### src/rtl/uart_host_port.sv
// Host side of the UART: a TX FIFO drained into the UART through DIN/OE/RDY,
// and an RX FIFO filled from the UART's INT pulse, with a sticky overflow flag.

module uart_host_fifo #(
    parameter int Wdata  = 8,
    parameter int Depth  = 16,
    parameter int Wlevel = $clog2(Depth) + 1
) (
    input  logic              CLK,
    input  logic              RST,
    input  logic              wr,
    input  logic [Wdata-1:0]  din,
    input  logic              rd,
    output logic [Wdata-1:0]  head,
    output logic [Wlevel-1:0] level
);
    localparam int Wptr = $clog2(Depth);

    logic [Wdata-1:0] mem [Depth];
    logic [Wptr-1:0]  wptr, rptr;

    // wr/rd arrive already qualified against full/empty by the owner.
    always_ff @(posedge CLK)
        if (wr) mem[wptr] <= din;

    always_ff @(posedge CLK or posedge RST) begin
        if (RST) begin
            wptr  <= '0;
            rptr  <= '0;
            level <= '0;
        end else begin
            if (wr) wptr <= wptr + 1'b1;
            if (rd) rptr <= rptr + 1'b1;
            case ({wr, rd})
                2'b10:   level <= level + 1'b1;
                2'b01:   level <= level - 1'b1;
                default: level <= level;
            endcase
        end
    end

    assign head = mem[rptr];
endmodule

module uart_host_port #(
    parameter int Wdata  = 8,
    parameter int Depth  = 16,
    parameter int Wlevel = $clog2(Depth) + 1
) (
    input  logic              CLK,
    input  logic              RST,
    input  logic [Wdata-1:0]  TX_DIN,
    input  logic              TX_WE,
    output logic              TX_FULL,
    output logic [Wlevel-1:0] TX_LEVEL,
    output logic [Wdata-1:0]  RX_DOUT,
    input  logic              RX_RE,
    output logic              RX_EMPTY,
    output logic [Wlevel-1:0] RX_LEVEL,
    output logic              OVR,
    input  logic              OVR_CLR,
    output logic [Wdata-1:0]  U_DIN,
    output logic              U_OE,
    input  logic              U_RDY,
    input  logic [Wdata-1:0]  U_DOUT,
    input  logic              U_INT
);
    typedef enum logic [1:0] {IDLE, ISSUE, GUARD} state_t;

    state_t           state, state_nxt;
    logic [Wdata-1:0] tx_head, rx_head;
    logic             tx_empty, rx_full;
    logic             tx_push, tx_pop, issue_ok;
    logic             rx_push, rx_pop, rx_drop;

    assign TX_FULL  = (TX_LEVEL == Wlevel'(Depth));
    assign tx_empty = (TX_LEVEL == '0);
    assign RX_EMPTY = (RX_LEVEL == '0);
    assign rx_full  = (RX_LEVEL == Wlevel'(Depth));

    // A full TX FIFO rejects the push even if the drain frees a slot this cycle.
    assign tx_push  = TX_WE && !TX_FULL;
    assign issue_ok = !tx_empty && U_RDY;

    assign rx_pop  = RX_RE && !RX_EMPTY;
    assign rx_drop = U_INT && rx_full && !RX_RE;
    assign rx_push = U_INT && !rx_drop;

    uart_host_fifo #(.Wdata(Wdata), .Depth(Depth), .Wlevel(Wlevel)) u_txf (
        .CLK(CLK), .RST(RST), .wr(tx_push), .din(TX_DIN), .rd(tx_pop),
        .head(tx_head), .level(TX_LEVEL)
    );

    uart_host_fifo #(.Wdata(Wdata), .Depth(Depth), .Wlevel(Wlevel)) u_rxf (
        .CLK(CLK), .RST(RST), .wr(rx_push), .din(U_DOUT), .rd(rx_pop),
        .head(rx_head), .level(RX_LEVEL)
    );

    assign RX_DOUT = RX_EMPTY ? '0 : rx_head;

    always_ff @(posedge CLK or posedge RST) begin
        if (RST) state <= IDLE;
        else     state <= state_nxt;
    end

    // GUARD masks the cycle where the UART's RDY has not yet fallen after OE.
    always_comb begin
        state_nxt = state;
        case (state)
            IDLE:    if (issue_ok) state_nxt = ISSUE;
            ISSUE:   state_nxt = GUARD;
            GUARD:   state_nxt = IDLE;
            default: state_nxt = IDLE;
        endcase
    end

    always_comb begin
        U_OE   = (state == ISSUE);
        tx_pop = (state == IDLE) && issue_ok;
    end

    always_ff @(posedge CLK or posedge RST) begin
        if (RST)         U_DIN <= '0;
        else if (tx_pop) U_DIN <= tx_head;
    end

    // Set wins over clear when both land in the same cycle.
    always_ff @(posedge CLK or posedge RST) begin
        if (RST)          OVR <= 1'b0;
        else if (rx_drop) OVR <= 1'b1;
        else if (OVR_CLR) OVR <= 1'b0;
    end
endmodule

### config.mk
export PLATFORM = sky130hd
export DESIGN_NAME = uart_host_port
export DESIGN_NICKNAME = d
export VERILOG_FILES = /design/src/rtl/uart_host_port.sv
export SDC_FILE = /design/constraint.sdc
export NUM_CORES = 1
export LEC_CHECK = 0
export CAP_MARGIN = 30
export CORE_UTILIZATION = 23
export CTS_BUF_LIST = sky130_fd_sc_hd__clkbuf_8
export DETAILED_ROUTE_END_ITERATION = 6
export GPL_TIMING_DRIVEN = 0
export PLACE_DENSITY_LB_ADDON = 0.3
export SKIP_CTS_REPAIR_TIMING = 1
export SYNTH_ARGS = -nofsm -noshare
export SYNTH_HDL_FRONTEND = slang
export SYNTH_SLANG_ARGS = --single-unit
### constraint.sdc
create_clock -name CLK -period 3.7 [get_ports CLK]
set_input_delay 0.74 -clock CLK [delete_from_list [all_inputs] [get_ports CLK]]
set_output_delay 0.74 -clock CLK [all_outputs]
set_load 0.02 [all_outputs]
==> impl_metrics.yaml, run 1 <==
floorplan:
  start_util_pct: 23.5
  die_h_um: 229
  ioPinCount: 53
  die_w_um: 229
  core_area_sq_um: 50500
  rows: 82
  die_area_sq_um: 52400
status:
  status: "finished, final reports clean"
power:
  p_leak_uw: 0.00487
  power_uw: 10800
  vdd_drop_max_uv: 348
  p_per_area_nw_per_um2: 759
routing:
  wl_um: 26400
  routedWlPerCell_um: 18.2
  num_vias: 5877
  viasPerCell: 4.06
  drc: 0
  final_antenna_net_count: 0
  drt_first_iter_violations: 340
  drtPass1Iterations: 5
logic_synthesis:
  synth_flop_cell: "edfxtp_1"
  post_synth_inst_count: 630
  async_flop_share_pct: 12.6
  synth_area_leader_cell: "edfxtp_1"
  netlist.area_leader.share_pct: 64.9
  ys_seq_area_share_pct: 72.7
  yosysMostFrequentCell: "edfxtp_1"
  synth_edf_count: 256
  synth_commonest_cells: "edfxtp_1 (256), mux4_2 (55), nand2_1 (40)"
  ys_types: 40
  syn_nets: 672
  ys_ff_latch: 293
  syn_area_per_cell_sq_um: 18.8
  yosys_warnings: 0
  syn-cell-area_sq_um: 11800
  synthTopCellsByArea: "edfxtp_1 (65%), mux4_2 (10%), dfrtp_1 (7.8%)"
clock_network:
  cts_tree: "built"
  cts_made_buffers: 49
  clkLatencyLatePin_ns: 0.58
  clk_pin_slew_ns: 0.06
  htree_levels: 2
  cts_sinks: 293
  cts_buffer_depth: 3
  root_buffer: "clkbuf_8"
worst_hold_path:
  min-delay-path-class: "reg2reg"
sta:
  finalSetupTns_ns: 0
  fin_skew_ns: 0.0294
  fmax_mhz: 284
  rsz0062_at_grt: "false"
  finalCriticalPeriod_ns: 3.52
  tightest_slew_ns: 0.903
  setup_viol_count_final: 0
  slew_violations: 0
  hold_violations: 0
  max_slew_margin_pct: 39.6
  finalCritPeriodShare_pct: 95.3
  fin_ws_ns: 0.176
place:
  place_area_sq_um: 13300
  dp_slack_ns: 0.0280
  place_hpwl_um: 17400
  gp_congestion: 0.725
  portBuffers: 52
critical_path:
  crit_path_start_kind: "flip-flop"
  max_stage_delay_ns: 0.55
  cp.arrival_ns: 2.78
  crit_type: "reg2out"
  path_cells: "clkbuf_4, buf_6, mux4_2, mux2i_2, o22ai_1, clkdlybuf4s50_1"
  endpoint_kind: "output pin"
  crit_path_top_delay_cell: "mux4_2"
  path_max_fanout: 10
  required_ns: 2.96
global_route:
  grtUsageTotal_pct: 10.2
  grt_max_degree: 28
  grt_pass1_vias: 6225
  grt_pass1_wl_um: 39800
  grt_antenna_before_repair: 0
  overflow: 0
layout:
  area_growth_pct: 20.1
  diodes: 0
  drive_gt1_share_pct: 21.3
  finalNetCount: 780
  design_area_sq_um: 14200
  fillers: 5139
run:
  cap_violations: 0
-- cells by family (layout without fill, tap and decap cells) --
kind of cell             Yosys count  in the layout  synth area share (%)
flip-flops                       293            293                  72.7
AND/OR/NAND/NOR                  101            101                  3.86
multiplexers                      99             99                  15.5
buffers and inverters             52            198                  2.15
AO/OA/AOI/OAI                     44             44                  2.07
XOR/XNOR                          22             22                  1.63
adder cells (fa/ha/maj)           19             19                  2.07
-- flip-flops by register name (all words and copies together), names as in the netlist --
| register | cells |
|---|---|
| u_rxf.mem | 128 |
| u_txf.mem | 128 |
| U_DIN | 8 |
| u_rxf.level | 5 |
| u_txf.level | 5 |
| u_rxf.rptr | 4 |
| u_rxf.wptr | 4 |
| u_txf.rptr | 4 |
| u_txf.wptr | 4 |
| state | 2 |
| OVR | 1 |
-- power breakdown --
group | switching (uW) | leakage (uW) | internal, uW
Sequential | 244 | 0.00276 | 4100
Combinational | 2060 | 0.00157 | 1740
Clock | 1270 | 0.000544 | 1390
Total | 3570 | 0.00487 | 7220
-- placed cells by master (no fill, tap or decap), types with 6 or more instances in the layout --
cell type,count
inv_1,37
clkdlybuf4s50_1,48
nor2_1,28
xor2_1,7
mux4_2,55
clkbuf_8,53
dfrtp_1,37
buf_2,14
a21oi_1,8
o21ai_0,16
buf_6,6
mux2_2,9
o22ai_1,9
mux4_1,9
nor3_1,6
o21ai_1,7
xnor2_1,15
nand2_1,40
edfxtp_1,256
ha_1,18
clkinv_1,8
mux2i_1,20
-- cell type report --
cell class                 instances  area, sq um  area share, %
timing repair buffer              60          586           4.12
multi-input combinational        285         3010           21.2
buffer                            32          208           1.46
tap                              672          841           5.91
clock inverter                    36          173           1.21
inverter                          17         63.8          0.449
sequential                       293         8610           60.6
clock buffer                      53          729           5.13
-- worst paths after layout --
check | from | end | slack [ns] | cells past startpoint
setup / recovery | u_rxf.rptr[0]$_DFFE_PP0P_ | RX_DOUT[6] | 0.18 | 6
max in group asynchronous | RST | u_txf.level[1]$_DFFE_PP0P_ | 2.66 | 3
hold / removal | state[1]$_DFFE_PP0P_ | state[1]$_DFFE_PP0P_ | 0.46 | 1
hold reg to reg | state[1]$_DFFE_PP0P_ | state[1]$_DFFE_PP0P_ | 0.46 | 1
setup reg to reg | u_rxf.level[2]$_DFFE_PP0P_ | u_rxf.level[4]$_DFFE_PP0P_ | 0.44 | 15
min in group asynchronous | RST | u_rxf.wptr[0]$_DFFE_PP0P_ | 0.52 | 2
-- per-layer routing --
metal / GRT usage (%) / up-vias / share of wire [%]
met5: 0 / - / 0
met4: 3.21 / 0 / 2.1
met3: 2.46 / 43 / 4.8
met2: 16.6 / 144 / 48
met1: 13.2 / 3003 / 46
li1: - / 2687 / -
-- worst max-delay path, delay by kind of cell, from the launching register on --
kind,cells,cell delay (ns)
AOI/OAI and AO/OA,1,0.10
muxes,2,0.77
buffers and inverters,3,1.00
DFF,1,0.35
-- through the flow --
stage | hold slack (ns) | util (%) | cells
floorplan | 0.426 | - | 630
global placement | 0.440 | 26.2 | 1354
detailed placement | 0.454 | 26.3 | 1362
CTS | 0.463 | 28.1 | 1451
global route | 0.505 | 28.2 | 1448
finish | 0.456 | 28.2 | 1448
Note: power is estimated with default switching activity, not from simulation.
==> inputs of run 2 (changes only) <==
--- a/config.mk
+++ b/config.mk
@@ -11,6 +11,7 @@
 export DETAILED_ROUTE_END_ITERATION = 6
 export GPL_TIMING_DRIVEN = 0
 export PLACE_DENSITY_LB_ADDON = 0.3
+export REMOVE_ABC_BUFFERS = 1
 export SKIP_CTS_REPAIR_TIMING = 1
 export SYNTH_ARGS = -nofsm -noshare
 export SYNTH_HDL_FRONTEND = slang
==> run 2 against run 1 <==
Global-route usage is 0.92 points lower. Sequential share of layout area up 0.097 points. Maximum frequency up 2.3%. Combinational power fell by 14%. Final cell count down 1.7%. Routed wire length is 9.3% lower. Sequential power up 7.4%. Critical path depth fell by 2. Worst setup slack better by 0.080 ns. Via count decreased by 2.6%. Non-clock buffer count fell by 27. Die area is the same.
==> impl_metrics.yaml, run 2 (synthesis results as in run 1) <==
routing:
  drtPass1Iterations: 4
  drc: 0
  routedWlPerCell_um: 16.8
  wl_um: 24000
  drt_first_iter_violations: 389
  num_vias: 5723
  viasPerCell: 4.02
  final_antenna_net_count: 0
critical_path:
  r2r_cells: 10
  cp.arrival_ns: 2.70
  r2r_slack_ns: 0.42
  r2r-end: "u_txf.level[4]$_DFFE_PP0P_"
  crit_type: "reg2out"
  required_ns: 2.96
  path_max_fanout: 35
  crit_path_start_kind: "flip-flop"
  endpoint_kind: "output pin"
  rr_startpoint: "u_txf.level[0]$_DFFE_PP0P_"
sta:
  finalSetupTns_ns: 0
  rsz0062_at_grt: "false"
  fin_skew_ns: 0.0376
  fmax_mhz: 290
  max_slew_margin_pct: 36.1
  tightest_slew_ns: 0.955
  fin_ws_ns: 0.256
  finalCriticalPeriod_ns: 3.44
  slew_violations: 0
  setup_viol_count_final: 0
  hold_violations: 0
  finalCritPeriodShare_pct: 93.1
layout:
  drive_gt1_share_pct: 21.3
  diodes: 0
  most-common-layout-cells: "edfxtp_1 (256), mux4_2 (55), clkdlybuf4s50_1 (52), clkbuf_8 (50), nand2_1 (40)"
  area_growth_pct: 20.0
  layout_commonest_cell: "edfxtp_1"
  finalNetCount: 754
  largestRegisters: "u_rxf.mem: 128 flops, u_txf.mem: 128 flops, U_DIN: 8 flops"
floorplan:
  die_w_um: 229
  core_area_sq_um: 50500
  die_area_sq_um: 52400
  start_util_pct: 23.5
  die_h_um: 229
  rows: 82
  ioPinCount: 53
clock_network:
  cts_sinks: 293
  cts_tree: "built"
  clkLatencyLatePin_ns: 0.58
  clk_pin_slew_ns: 0.06
  cts_made_buffers: 50
  root_buffer: "clkbuf_8"
  htree_levels: 2
  cts_buffer_depth: 3
global_route:
  grt_antenna_before_repair: 0
  overflow: 0
  grt_pass1_wl_um: 37200
  grtUsageTotal_pct: 9.25
  grt_pass1_vias: 6071
  grt_max_degree: 36
power:
  p_per_area_nw_per_um2: 764
  seqPwrFrac_pct: 42.9
  p_leak_uw: 0.00475
  p_sw_share_pct: 32.3
  combPwrFrac_pct: 30.2
  vdd_drop_max_uv: 360
  clkPwrFrac_pct: 26.8
  p_int_uw: 7350
  p_switching_uw: 3500
place:
  place_hpwl_um: 15200
  gp_congestion: 0.692
  dp_slack_ns: 0.287
  portBuffers: 52
run:
  cap_violations: 0
worst_hold_path:
  min-delay-path-class: "in2async"
status:
  status: "finished, final reports clean"
-- run 2: critical path, cell delays in order, from the launching register on --
cell,delay (ns)
dfrtp_4,0.76
mux4_2,0.40
mux2i_1,0.22
o22ai_1,0.15
clkdlybuf4s50_1,0.56
-- run 2: how the worst max path moves through the flow --
stage / start / slack (ns) / cells past startpoint / to
finish: u_rxf.rptr[1]$_DFFE_PP0P_ / 0.26 / 4 / RX_DOUT[3]
global route: u_rxf.level[2]$_DFFE_PP0P_ / 0.07 / 5 / RX_DOUT[5]
CTS: u_rxf.rptr[0]$_DFFE_PP0P_ / -0.19 / 5 / RX_DOUT[6]
detailed placement: U_RDY / 0.29 / 11 / u_txf.level[4]$_DFFE_PP0P_
global placement: u_txf.level[0]$_DFFE_PP0P_ / -1.22 / 10 / u_txf.level[4]$_DFFE_PP0P_
floorplan: u_txf.level[0]$_DFFE_PP0P_ / 0.02 / 10 / u_txf.level[4]$_DFFE_PP0P_
-- run 2: layout make-up --
type	instances	area, sq um
Tap cell	672	841
Multi-Input combinational cell	285	3010
Clock inverter	41	304
Sequential cell	293	8620
Inverter	17	63.8
Timing Repair Buffer	65	689
Fill cell	5056	36300
Clock buffer	50	688
-- run 2: power groups by stage --
| stage | combinational (uW) | sequential (uW) | clock [uW] |
|---|---|---|---|
| detailed placement | 3270 | 4800 | 0 |
| finish | 3280 | 4660 | 2910 |
| global route | 3590 | 4750 | 3160 |
| global placement | 2990 | 4960 | 0 |
| CTS | 3280 | 4730 | 3010 |
| floorplan | 1910 | 4800 | 0 |
-- run 2: metrics by stage --
stage	power (uW)	area, sq um	hold WS, ns	std cells	util [%]
4_1_cts	11000	14200	0.378	1422	28.1
3_3_place_gp	7950	13000	0.441	1319	25.8
3_5_place_dp	8070	13200	0.451	1331	26.1
6_report	10900	14200	0.414	1423	28.2
2_1_floorplan	6710	11700	0.426	595	-
5_1_grt	11500	14200	0.407	1423	28.2
-- run 2: per-layer routing --
layer,vias to the layer above,wire length (um),share of wire (%),global-route usage [%]
li1,2652,-,-,-
met1,2923,10800,45,11.9
met2,105,11700,49,15.1
met3,43,900,3.8,2.28
met4,0,569,2.4,3.19
met5,-,0,0,0
==> inputs of run 3 (changes only) <==
--- a/config.mk
+++ b/config.mk
@@ -5,7 +5,7 @@
 export SDC_FILE = /design/constraint.sdc
 export NUM_CORES = 1
 export LEC_CHECK = 0
-export CAP_MARGIN = 30
+export CAP_MARGIN = 40
 export CORE_UTILIZATION = 23
 export CTS_BUF_LIST = sky130_fd_sc_hd__clkbuf_8
 export DETAILED_ROUTE_END_ITERATION = 6
==> run 3 against run 2 <==
Clock power fell by 5%. Worst hold slack got worse by 0.0019 ns. Utilization is 0.31 points higher. Maximum frequency shrank 1.0%. Combinational power rose by 5%. Clock-buffer cell count is 1 lower. Flip-flop and latch count stayed put. Sequential share of layout area down 0.69 points. Via count grew 1.4%. Critical endpoint is now RX_DOUT[6].
==> impl_metrics.yaml, run 3 (synthesis results as in run 1) <==
clock_network:
  root_buffer: "clkbuf_8"
  cts_buffer_depth: 3
  cts_tree: "built"
  clkLatencyLatePin_ns: 0.60
  cts_sinks: 293
  clk_pin_slew_ns: 0.06
  htree_levels: 2
  cts_made_buffers: 49
routing:
  drtPass1Iterations: 4
  final_antenna_net_count: 0
  drt_first_iter_violations: 301
  routedWlPerCell_um: 16.5
  num_vias: 5802
  wl_um: 23900
  drc: 0
  viasPerCell: 4.00
layout:
  fillers: 5068
  layout_commonest_cell: "edfxtp_1"
  most-common-layout-cells: "edfxtp_1 (256), mux4_2 (55), clkdlybuf4s50_1 (52), clkbuf_8 (49), nand2_1 (40)"
  finalNetCount: 779
  largestRegisters: "u_rxf.mem: 128 flops, u_txf.mem: 128 flops, U_DIN: 8 flops"
  area_growth_pct: 21.3
  drive_gt1_share_pct: 23.0
  diodes: 0
global_route:
  met3_usage_pct: 2.33
  grt_antenna_before_repair: 0
  grt_pass1_wl_um: 37100
  grt_pass1_vias: 6163
  overflow: 0
  grtUsageMet1_pct: 11.6
  grt_max_degree: 29
  use_met2_pct: 15.3
  busiest_layer: "met2"
  grtUsageTotal_pct: 9.30
sta:
  hold_ws_ns: 0.413
  setup_viol_count_final: 0
  finalCriticalPeriod_ns: 3.48
  fmax_mhz: 287
  tightest_slew_ns: 0.810
  slew_violations: 0
  fin_skew_ns: 0.0280
  rsz0062_at_grt: "false"
  max_slew_margin_pct: 45.8
  hold_violations: 0
  finalCritPeriodShare_pct: 94.1
floorplan:
  die_area_sq_um: 52400
  rows: 82
  die_h_um: 229
  core_area_sq_um: 50500
  die_w_um: 229
  ioPinCount: 53
  start_util_pct: 23.5
status:
  status: "finished, final reports clean"
critical_path:
  path_cells: "nor4_1, and2b_1, nand2b_2, o22ai_1, clkdlybuf4s50_1"
  crit_family: "simple AND/OR/NAND/NOR gates"
  cp_num_buf_inv: 1
  required_ns: 2.96
  cp.arrival_ns: 2.74
  worst-path-stages: 5
  crit_type: "reg2out"
  crit_path_start_kind: "flip-flop"
  path_max_fanout: 8
  max_stage_delay_ns: 0.56
  r2r_cells: 10
  endpoint_kind: "output pin"
  crit_path_top_delay_cell: "clkdlybuf4s50_1"
power:
  p_per_area_nw_per_um2: 754
  vdd_drop_max_uv: 345
  p_leak_uw: 0.00489
  power_uw: 10800
place:
  portBuffers: 52
  gp_congestion: 0.692
  place_hpwl_um: 15600
run:
  cap_violations: 0
worst_hold_path:
  min-delay-path-class: "in2async"
[run 3: cell count changes in the layout (fill, tap and decap cells not counted), sizes merged]
cell / change
clkinv: -5
inv: +7
bufinv: -1
clkbuf: -1
buf: +26
[run 3: path summary, 6_finish.rpt]
check / from / to / slack [ns]
min in group CLK: state[1]$_DFFE_PP0P_ / state[1]$_DFFE_PP0P_ / 0.46
max in group asynchronous: RST / u_txf.rptr[0]$_DFFE_PP0P_ / 2.82
hold reg to reg: state[1]$_DFFE_PP0P_ / state[1]$_DFFE_PP0P_ / 0.46
hold / removal: RST / u_rxf.rptr[0]$_DFFE_PP0P_ / 0.41
setup reg to reg: u_txf.level[0]$_DFFE_PP0P_ / u_txf.level[4]$_DFFE_PP0P_ / 0.48
setup / recovery: u_rxf.level[1]$_DFFE_PP0P_ / RX_DOUT[6] / 0.22
[run 3: area by class of cell]
type                            instances  area [sq um]  share of cell area [%]
Sequential cell                       293          8620                    60.0
Multi-Input combinational cell        285          3000                    20.9
Timing Repair Buffer                   91           908                    6.32
Tap cell                              672           841                    5.85
Clock buffer                           49           674                    4.69
Clock inverter                         42           267                    1.85
Inverter                               17          63.8                   0.444
[run 3: routing by layer]
layer  share of wire (%)  up-vias  wire length (um)
li1                    -     2689                 -
met4                 2.4        0               564
met2                  49      108             11700
met1                  45     2959             10700
met3                 4.0       46               955
met5                   0        -                 0
[run 3: metrics by stage]
step / instances / setup slack [ns] / TNS, ns / area [sq um] / utilization [%]
CTS: 1443 / -0.220 / -1.53 / 14300 / 28.4
detailed placement: 1352 / 0.152 / 0 / 13400 / 26.5
global placement: 1319 / -1.22 / -8.41 / 13000 / 25.8
finish: 1449 / 0.219 / 0 / 14400 / 28.5
global route: 1449 / 0.0112 / 0 / 14400 / 28.5
floorplan: 595 / 0.0172 / 0 / 11700 / -
[run 3: worst reg2reg max path, cell delays in order (launching register included)]
cell,delay (ns)
dfrtp_1,0.44
or4_1,0.56
o211ai_1,0.29
inv_1,0.17
ha_1,0.27
ha_1,0.33
nor2b_1,0.14
o21ai_0,0.22
a21oi_1,0.10
or3b_2,0.45
xnor2_1,0.13
[run 3: power by group]
group	switching, uW	leakage [uW]	internal [uW]
logic	1660	0.00160	1790
clock network	1310	0.000527	1460
registers	517	0.00276	4100
total	3480	0.00489	7350
==> RTL edit: new RTL, flow settings as in run 3 <==
`Depth` is set to 16 in 2 places; all go to 32.
--- a/src/rtl/uart_host_port.sv
+++ b/src/rtl/uart_host_port.sv
@@ -5,3 +5,3 @@
     parameter int Wdata  = 8,
-    parameter int Depth  = 16,
+    parameter int Depth  = 32,
     parameter int Wlevel = $clog2(Depth) + 1
@@ -46,3 +46,3 @@
     parameter int Wdata  = 8,
-    parameter int Depth  = 16,
+    parameter int Depth  = 32,
     parameter int Wlevel = $clog2(Depth) + 1
Ports: changed (resized RX_LEVEL and TX_LEVEL); port bits go from 53 to 55. No check against the original RTL was run, so the function may have changed too.
==> RTL edit against run 3 <==
The run now ends with negative setup slack left; core utilization decreased by 0.73 points; worst hold slack worse by 0.043 ns; power increased by 80%; design area increased by 86%; setup slack got worse by 0.32 ns; first-iteration DRC count grew to 2.9 times the old value; sequential cell count rose by 262; synthesized area is 89% higher; wire length grew 120%; largest power group unchanged.
==> RTL edit: results (changes against run 3) <==
Worst-Skew Late Latency -> 0.68 ns (+0.08 ns)
CP delay by family, top -> multiplexers
Share of layout cells above drive strength 1 -> 21.3% (-1.7 points)
Initial antenna violation count -> 2 (+2)
Antenna diodes -> 0 (unchanged)
Post-synth cell types -> 58 (+45%)
Failing checks -> negative setup slack
Final WS setup -> -0.0994 ns (-0.319 ns)
Clock skew -> 0.0326 ns (+0.00457 ns)
Number of flops mapped to enable cells by yosys -> 512 (+100%)
Sum Neg Setup Slack -> -0.187 ns (-0.187 ns)
Lkg Pwr -> 8.76 nW (+79%)
GRT Total Usage -> 10.7% (+1.4 points)
Clock tree buffer depth -> 3 (unchanged)
Largest net degree at the start of global routing -> 56 (+93%)
Worst r2r src -> u_txf.level[1]
Arr. time, crit path -> 3.06 ns (+0.32 ns)
Port Buffers -> 54 (+3.8%)
HP Class -> in -> async
Top cells by area, synth -> edfxtp_1, mux4_2, dfrtp_1
Pre-antenna DRT Iters -> 6 (+2)
Register area share after synthesis -> 73.4% (+0.70 points)
Final Non-Filler Cells -> 2718 (+88%)
Gpl congestion -> 0.760 (+9.8%)
Ys async rst share -> 7.75% (-4.9 points)
Status -> finished, violations left
Synth Warn # -> 0 (unchanged)
TritonCTS Buffers -> 86 (+76%)
Hpwl dp -> 33800 um (+120%)
Final #Nets -> 1413 (+81%)
Cells after DPL -> 2533 (+87%)
Clk pin slew, worst setup/hold paths -> 0.07 ns
Synth top cells by count -> edfxtp_1, mux2i_1, nor2_1, mux4_2, dfrtp_1
Critical Path Fanout Max -> 8 (unchanged)
# H-tree levels -> 3 (+1)
Routed via count -> 11600 (+100%)
Root Buffer -> clkbuf_8
Reg2Reg Setup Slack -> 0.38 ns (-0.10 ns)
Mapped Cells -> 1227 (+95%)
Switching pwr -> 6.64 mW (+91%)
Clk pwr share -> 25.0% (-0.6 points)
First-pass GRT wire length -> 78200 um (+110%)
R2R depth -> 9 (-1)
Critical-path top delay cell -> dfrtp_4
Largest registers -> u_rxf.mem x256, u_txf.mem x256, U_DIN x8
Final setup vio count -> 4 (+4)
Fill count -> 9596 (+89%)
Relative slew slack -> 34.9% (-11 points)
Initial DRC Count -> 878 (+190%)
Max stage delay on crit path -> 0.52 ns (-0.04 ns)
Area post-placement -> 24800 sq um (+85%)
Routed len/inst -> 19.8 um (+20%)
Primary FF master, synth -> edfxtp_1
Peak supply drop -> 0.318 mV (-7.8%)
Reg2reg end -> u_txf.level[5]
RTL edit: how the worst max path moves through the flow:
stage / startpoint / to / slack [ns] / cells past startpoint
after CTS: u_rxf.rptr[0] / RX_DOUT[7] / -1.48 / 8
final: u_rxf.rptr[0] / RX_DOUT[7] / -0.1 / 9
after global placement: u_rxf.rptr[0] / RX_DOUT[7] / -3.77 / 6
after floorplan: u_rxf.rptr[0] / RX_DOUT[6] / -1.31 / 4
after detailed placement: u_rxf.rptr[0] / RX_DOUT[7] / -0.69 / 8
after global routing: u_rxf.rptr[0] / RX_DOUT[7] / -0.21 / 9
RTL edit: metal layers:
layer | track usage, % | up-vias | share of wire (%)
met5 | 0 | - | 0.024
met4 | 3.19 | 2 | 1.9
met3 | 2.38 | 89 | 5.6
met2 | 16.4 | 330 | 46
met1 | 14.9 | 6000 | 46
li1 | - | 5222 | -
RTL edit: power groups by stage:
stage	sequential, mW	combinational [mW]	clock (mW)
finish	8.17	6.42	4.88
global route	8.25	6.90	5.28
CTS	8.30	5.80	5.03
detailed placement	8.43	5.78	0
global placement	8.96	5.08	0
floorplan	8.57	3.18	0
RTL edit: through the flow:
| stage | hold slack [ns] | utilization, % | setup WS (ns) |
|---|---|---|---|
| 5_1_grt | 0.349 | 27.7 | -0.205 |
| 4_1_cts | 0.321 | 27.3 | -1.48 |
| 6_report | 0.369 | 27.7 | -0.0994 |
| 3_5_place_dp | 0.445 | 25.7 | -0.686 |
| 2_1_floorplan | 0.426 | - | -1.31 |
| 3_3_place_gp | 0.442 | 25.0 | -3.77 |
RTL edit: cells by family after synthesis:
group                      Yosys count  synth area share [%]
DFF                                555                  73.4
xor gates and xnor gates            29                  1.13
AOI/OAI and AO/OA                  135                  4.54
muxes                              187                  12.9
and+or+nand+nor                    219                  4.84
buffers and inverters               86                  2.29
adders and majority gates           16                 0.893
RTL edit: area by class of cell:
type | count | area (sq um) | share of cell area (%)
clock inverter | 67 | 367 | 1.37
inverter | 18 | 70.1 | 0.261
sequential | 555 | 16500 | 61.5
multi-input combinational | 586 | 5560 | 20.8
timing repair buffer | 127 | 1510 | 5.63
tap | 1276 | 1600 | 5.96
clock buffer | 89 | 1220 | 4.57
